**config.mk**
```make
export PLATFORM = sky130hd
export DESIGN_NAME = frame_fetch_sequencer
export DESIGN_NICKNAME = d
export VERILOG_FILES = /design/src/rtl/frame_fetch_sequencer.sv
export SDC_FILE = /design/constraint.sdc
export NUM_CORES = 1
export LEC_CHECK = 0
export ABC_AREA = 1
export CAP_MARGIN = 20
export CORE_MARGIN = 10
export CORE_UTILIZATION = 50
export CTS_CLUSTER_SIZE = 8
export DETAILED_ROUTE_END_ITERATION = 8
export HOLD_SLACK_MARGIN = 0.12
export PLACE_DENSITY_LB_ADDON = 0.12
export RECOVER_POWER = 25
export SLEW_MARGIN = 0
export SYNTH_ARGS = -nofsm -noshare
export SYNTH_HDL_FRONTEND = slang
export SYNTH_SLANG_ARGS = --single-unit
```
**constraint.sdc**
```tcl
create_clock -name clk -period 7.7 [get_ports clk]
set_input_delay 1.54 -clock clk [delete_from_list [all_inputs] [get_ports clk]]
set_output_delay 1.54 -clock clk [all_outputs]
set_load 0.02 [all_outputs]
```
**src/rtl/frame_fetch_sequencer.sv**
```systemverilog
// Fetches a width x height frame of 32-bit pixels one line per burst-read command
// and streams the master's user buffer out as valid/ready pixels with sof/eol/eof markers.
module frame_fetch_sequencer #(
    parameter int DIM_W  = 16,
    parameter int ADDR_W = 32
) (
    input  logic              clk,
    input  logic              reset,
    input  logic              start,
    input  logic              abort,
    input  logic [ADDR_W-1:0] frame_base,
    input  logic [ADDR_W-1:0] stride,
    input  logic [DIM_W-1:0]  width,
    input  logic [DIM_W-1:0]  height,
    output logic              busy,
    output logic              frame_done,
    output logic              aborted,
    output logic [DIM_W-1:0]  cur_line,
    output logic              mm_fixed_location,
    output logic [ADDR_W-1:0] mm_read_base,
    output logic [31:0]       mm_read_length,
    output logic              mm_go,
    input  logic              mm_done,
    output logic              mm_read_buffer,
    input  logic [31:0]       mm_buffer_data,
    input  logic              mm_data_available,
    output logic [31:0]       out_data,
    output logic              out_valid,
    input  logic              out_ready,
    output logic              out_sof,
    output logic              out_eol,
    output logic              out_eof,
    output logic [2:0]        state_dbg
);

    // Pixel handshake: a word moves in every cycle where out_valid and out_ready are
    // both high; out_valid never depends on out_ready and the buffer head is popped
    // in exactly those cycles.
    typedef enum logic [2:0] {
        IDLE   = 3'd0,
        SETUP  = 3'd1,
        GO     = 3'd2,
        STREAM = 3'd3,
        NEXT   = 3'd4,
        DRAIN  = 3'd5
    } state_t;

    localparam logic [DIM_W-1:0] ONE = DIM_W'(1);

    state_t              state, state_nxt;
    logic [DIM_W-1:0]    width_r, height_r, line, word_cnt;
    logic [ADDR_W-1:0]   stride_r, addr;
    logic                done_seen, go_d;
    logic                frame_done_nxt, aborted_nxt, accept;
    logic                line_full, last_line;

    assign line_full         = (word_cnt == width_r);
    assign last_line         = (line == height_r - ONE);
    assign busy              = (state != IDLE);
    assign cur_line          = line;
    assign mm_fixed_location = 1'b0;
    assign out_data          = mm_buffer_data;
    assign state_dbg         = state;

    always_comb begin
        state_nxt      = state;
        frame_done_nxt = 1'b0;
        aborted_nxt    = 1'b0;
        accept         = 1'b0;
        mm_go          = 1'b0;
        out_valid      = 1'b0;
        mm_read_buffer = 1'b0;
        case (state)
            IDLE: begin
                if (start) begin
                    if (width == '0 || height == '0) begin
                        frame_done_nxt = 1'b1;
                    end else begin
                        accept    = 1'b1;
                        state_nxt = SETUP;
                    end
                end
            end
            SETUP: begin
                state_nxt   = abort ? IDLE : GO;
                aborted_nxt = abort;
            end
            GO: begin
                mm_go     = 1'b1;
                state_nxt = abort ? DRAIN : STREAM;
            end
            STREAM: begin
                out_valid      = mm_data_available && !line_full;
                mm_read_buffer = out_valid && out_ready;
                if (abort)
                    state_nxt = DRAIN;
                else if (line_full && done_seen)
                    state_nxt = NEXT;
            end
            NEXT: begin
                if (abort) begin
                    state_nxt   = IDLE;
                    aborted_nxt = 1'b1;
                end else if (last_line) begin
                    state_nxt      = IDLE;
                    frame_done_nxt = 1'b1;
                end else begin
                    state_nxt = SETUP;
                end
            end
            DRAIN: begin
                // The issued burst must be consumed so the master is left empty.
                mm_read_buffer = mm_data_available && !line_full;
                if (line_full && done_seen) begin
                    state_nxt   = IDLE;
                    aborted_nxt = 1'b1;
                end
            end
            default: state_nxt = IDLE;
        endcase
    end

    assign out_sof = out_valid && (line == '0) && (word_cnt == '0);
    assign out_eol = out_valid && (word_cnt == width_r - ONE);
    assign out_eof = out_eol && last_line;

    always_ff @(posedge clk or posedge reset) begin
        if (reset) begin
            state          <= IDLE;
            frame_done     <= 1'b0;
            aborted        <= 1'b0;
            width_r        <= '0;
            height_r       <= '0;
            stride_r       <= '0;
            addr           <= '0;
            line           <= '0;
            word_cnt       <= '0;
            done_seen      <= 1'b0;
            go_d           <= 1'b0;
            mm_read_base   <= '0;
            mm_read_length <= '0;
        end else begin
            state      <= state_nxt;
            frame_done <= frame_done_nxt;
            aborted    <= aborted_nxt;
            go_d       <= (state == GO);
            if (accept) begin
                width_r  <= width;
                height_r <= height;
                stride_r <= stride;
                addr     <= frame_base;
                line     <= '0;
            end
            if (state == SETUP) begin
                mm_read_base   <= addr;
                mm_read_length <= 32'({width_r, 2'b00});
                word_cnt       <= '0;
                done_seen      <= 1'b0;
            end else begin
                if (mm_read_buffer)
                    word_cnt <= word_cnt + ONE;
                // A done level left over from the previous burst is not trusted
                // until two cycles after the command strobe.
                if ((state == STREAM || state == DRAIN) && !go_d && mm_done)
                    done_seen <= 1'b1;
            end
            if (state == NEXT && !abort && !last_line) begin
                line <= line + ONE;
                addr <= addr + stride_r;
            end
        end
    end

endmodule

```
==> results.txt <==
----------------------------------------------------
[Layout]
  Cell Count, Final, Fillers Out ... around 2100
  Fraction of final layout cells sized beyond drive strength 1 ... 5.24%
  Share of the core filled with cells in the final layout ... roughly 60%
  Synth-to-Final Area Change ... 18.6%
  Footprint of the flip-flops and latches ... 4580 um2
  Multi-input gate area in the final layout ... 6230 um2
  Post-layout net count ... roughly 2000
  Number of fillers in the final layout ... roughly 2300
  Leading cell types in the layout, fill and taps excluded ... nand2_1, dfrtp_1, clkdlybuf4s50_1, inv_1, nor2_1
  Most common cell after layout, fill and taps aside ... nand2_1

[Outcome]
  Outcome ... complete, but fails checks
  Violations in the final reports ... max-capacitance violations, max-slew violations

[Yosys]
  Number of instances in the synthesized netlist ... 1663
  Post-synth top area share ... between 30% and 40%
  Fraction of registers with async set or reset after synthesis ... 100%
  Netlist area before placement ... 12000 um2
  Top cell type by total area after synthesis ... dfrtp_1
  Synth cell types ... 46
  Proportion of synthesized chip area in sequential cells ... 38.3%
  EDFF count, synth ... 0
  Number of warning messages in the yosys log ... 0
  Total of flip-flops plus latches after synthesis ... 183
  Most frequently used flop master after synthesis ... dfrtp_1
  Average footprint of a synthesized cell ... 7.20 um2
  Cell types with the largest area share after synthesis ... dfrtp_1, nand2_1, inv_1

[Placed design]
  Worst setup slack after placement ... ~2.8 ns
  Total instance count after detailed placement ... 2083
  Count of port buffers added during placement ... 178
  Gp weighted congestion ... approximately 0.95
  Placed wire-length estimate after detailed placement ... 26700 um

[Drt]
  Total vias in the final route ... between 10000 and 15000
  Max layer used ... met4
  Met2 wirelength from detailed routing ... approximately 17000 um
  Detailed-route wire length per cell ... around 17 um
  Number of antenna-violating nets in the routed design ... 0
  Met1 layer wirelength in the final routing ... 15500 um
  Length of the first detailed-routing pass in iterations ... 6
  DRC violation total after the first TritonRoute iteration ... ~820
  Met3 routed WL ... about 1600 um
  Total length of routed wires ... 34900 um
  Via/cell ratio ... 5.20
  Detailed-route DRC error count ... 0

[Critical path]
  Worst flop-to-flop path endpoint ... word_cnt[13]
  Register-to-Register Path Depth ... 6
  Critical Path Sink Type ... output port
  Critical path's largest stage delay ... 0.61 ns
  CP max FO ... 5
  Critical path required time ... 6.16 ns
  Data arrival time at the worst-slack endpoint ... 3.44 ns
  Critical path's slowest cell ... clkdlybuf4s50_1
  Cell breakdown of the critical path ... inv_1, ha_1, inv_1, nor3_1, nand3_1, nor2_1, nand4_1, xnor2_1, nand2_1, nand3b_1, nor2_1, clkdlybuf4s50_1
  Register-to-Register Setup Slack ... 2.92 ns
  Element type at the critical path start ... register
  Critical path type ... reg -> out
  Reg-to-reg startpoint ... state_dbg[0]

[STA]
  Crit share post-route ... about 65%
  Setup repair after global routing missed its margin ... false
  Fin Clk Skew ... 0.0221 ns
  Headroom to the max-slew limit ... -115%
  Worst-case setup margin in the final layout ... 2.72 ns
  Aggregate negative setup slack ... 0 ns
  Upper clock frequency limit ... 0.201 GHz
  Setup violators final ... 0
  Period minus WS final ... 4.98 ns
  Slew at the pin with the worst max-slew slack ... 3.22 ns
  Endpoints failing hold ... 0
  Max-slew violations ... between 150 and 200

[Floorplan]
  Die height ... 175 um
  Cell Rows ... 56
  Top-level I/O count ... 260
  Horiz. Die Dim ... 175 um
  Initial core utilization ... about half
  Core area ... 23500 um2
  Die area ... 30500 um2

[Power]
  Clk pwr share ... approximately 16%
  Switching pwr ... approximately 2.7 mW
  Fraction of power spent switching nets ... 48.4%
  Worst-case vdd ir drop ... between 0.0002 and 0.00025 V
  Total power consumption of the routed design ... 5.68 mW
  Lkg Pwr ... between 6 and 7 nW
  Internal cell power ... 2.93 mW
  Power Density ... between 300 and 400 nW/um2
  Relative contribution of sequential cells to total power ... 29.2%
  Combinational share of power ... 54.8%

[Clocking]
  Number of buffers inserted during clock tree synthesis ... 17
  Total clock sinks ... 183
  Post-CTS repair timing setup buffer count ... 0
  Count of cells resized by post-cts repair ... 0
  TritonCTS clock tree ... done
  CTS Root Buffer Type ... clkbuf_16
  Reg clk slew, reported paths ... about 0.080 ns
  Clock insertion delay at the later pin of the skew report ... 0.45 ns
  Maximum level of the CTS H-tree ... 4
  Maximum root-to-sink buffer count ... 2
  CTS Hold Bufs ... 0

[Worst hold path]
  Worst hold path cell count ... 2
  HP Start ... mm_read_base[10]
  WHS Endpoint ... mm_read_base[10]
  Path category of the worst min-delay check ... reg -> reg

[Global routing]
  Gr ovfl total ... 0
  Combined global-route utilization of all metal layers ... 22.7%
  Number of global-route vias before repair ... about 11000
  Largest net degree at the start of global routing ... 99
  First-pass GRT wire length ... between 50000 and 60000 um
  Antenna violations before repair ... 1

[Run]
  Maximum Capacitance Violations ... 3

----------------------------------------------------
-- layer usage --
layer	GRT usage, %	vias to the layer above
li1	-	5495
met1	27.9	5172
met2	39.5	284
met3	4.70	49
met4	6.00	0
met5	0	-
-- area by class of cell --
type / instances / share of cell area, %
clock inverters: 14 / 1.12
well taps: 319 / 2.81
multi-input cells: 1245 / 43.9
repair buffers: 186 / 12.9
flip-flops and latches: 183 / 32.3
inverters: 150 / 3.97
clock buffers: 17 / 3.00
diodes: 1 / 0.0176
-- synth_stat cells (2+ instances only) --
| cell | number |
|---|---|
| xnor2_1 | 24 |
| nor2_1 | 121 |
| and2_1 | 2 |
| o211ai_1 | 3 |
| nand2_1 | 599 |
| nor4_1 | 15 |
| buf_2 | 18 |
| and3_1 | 2 |
| o21ai_1 | 13 |
| buf_4 | 51 |
| clkbuf_1 | 25 |
| nor3_1 | 25 |
| a31oi_1 | 3 |
| inv_1 | 149 |
| o21bai_1 | 3 |
| o21ai_0 | 110 |
| ha_1 | 37 |
| dfrtp_1 | 183 |
| nor2_2 | 6 |
| nand2_2 | 4 |
| xor2_1 | 48 |
| nand3_1 | 87 |
| nand3_2 | 27 |
| nand3b_1 | 6 |
| nor3_2 | 2 |
| buf_12 | 4 |
| nor2_4 | 2 |
| a21oi_1 | 39 |
| or2_2 | 2 |
| nand4_1 | 32 |
| o21ai_2 | 6 |
-- worst max-delay path: cells and delay by family, from the launching register on --
| kind | cells | cell delay (ns) |
|---|---|---|
| buffers and inverters | 3 | 0.78 |
| DFF | 1 | 0.41 |
| adders and majority gates | 1 | 0.15 |
| xor gates and xnor gates | 1 | 0.22 |
| and+or+nand+nor | 7 | 1.42 |
-- how the worst max path moves through the flow --
stage,end,slack [ns],from
floorplan,aborted,1.19,reset
global placement,mm_read_buffer,2.85,out_ready
detailed placement,mm_read_buffer,2.82,out_ready
CTS,out_eof,2.70,width_r[0]
global route,word_cnt[13],2.34,state_dbg[2]
finish,out_eof,2.72,width_r[0]
-- cells by family after synthesis --
| kind of cell | count (synthesis) | synth area share (%) |
|---|---|---|
| and+or+nand+nor | 937 | 34.1 |
| buffers and inverters | 251 | 10.3 |
| DFF | 183 | 38.3 |
| AOI/OAI and AO/OA | 180 | 7.92 |
| xor gates and xnor gates | 73 | 5.40 |
| adders and majority gates | 38 | 4.03 |
| other | 1 | 0.0313 |
-- power groups by stage --
| stage | Combinational (mW) | Clock, mW | Sequential [mW] |
|---|---|---|---|
| floorplan | 2.08 | 0 | 1.74 |
| finish | 3.11 | 0.906 | 1.66 |
| global route | 3.52 | 0.955 | 1.71 |
| CTS | 3.12 | 0.923 | 1.66 |
| detailed placement | 3.09 | 0 | 1.67 |
| global placement | 3.08 | 0 | 1.67 |
-- through the flow --
stage | hold slack [ns] | instance area, um2
global placement | 0.462 | 13600
global route | 0.501 | 14200
floorplan | 0.455 | 12000
finish | 0.482 | 14200
detailed placement | 0.465 | 13600
CTS | 0.486 | 14200
-- state kept, by name (all words and copies together), names as in the netlist, 3 cells and up --
| name | count |
|---|---|
| addr | 32 |
| cur_line | 16 |
| height_r | 16 |
| mm_read_base | 32 |
| mm_read_length | 16 |
| state_dbg | 3 |
| stride_r | 32 |
| width_r | 16 |
| word_cnt | 16 |
No activity file was read; power rests on OpenSTA's default activity.
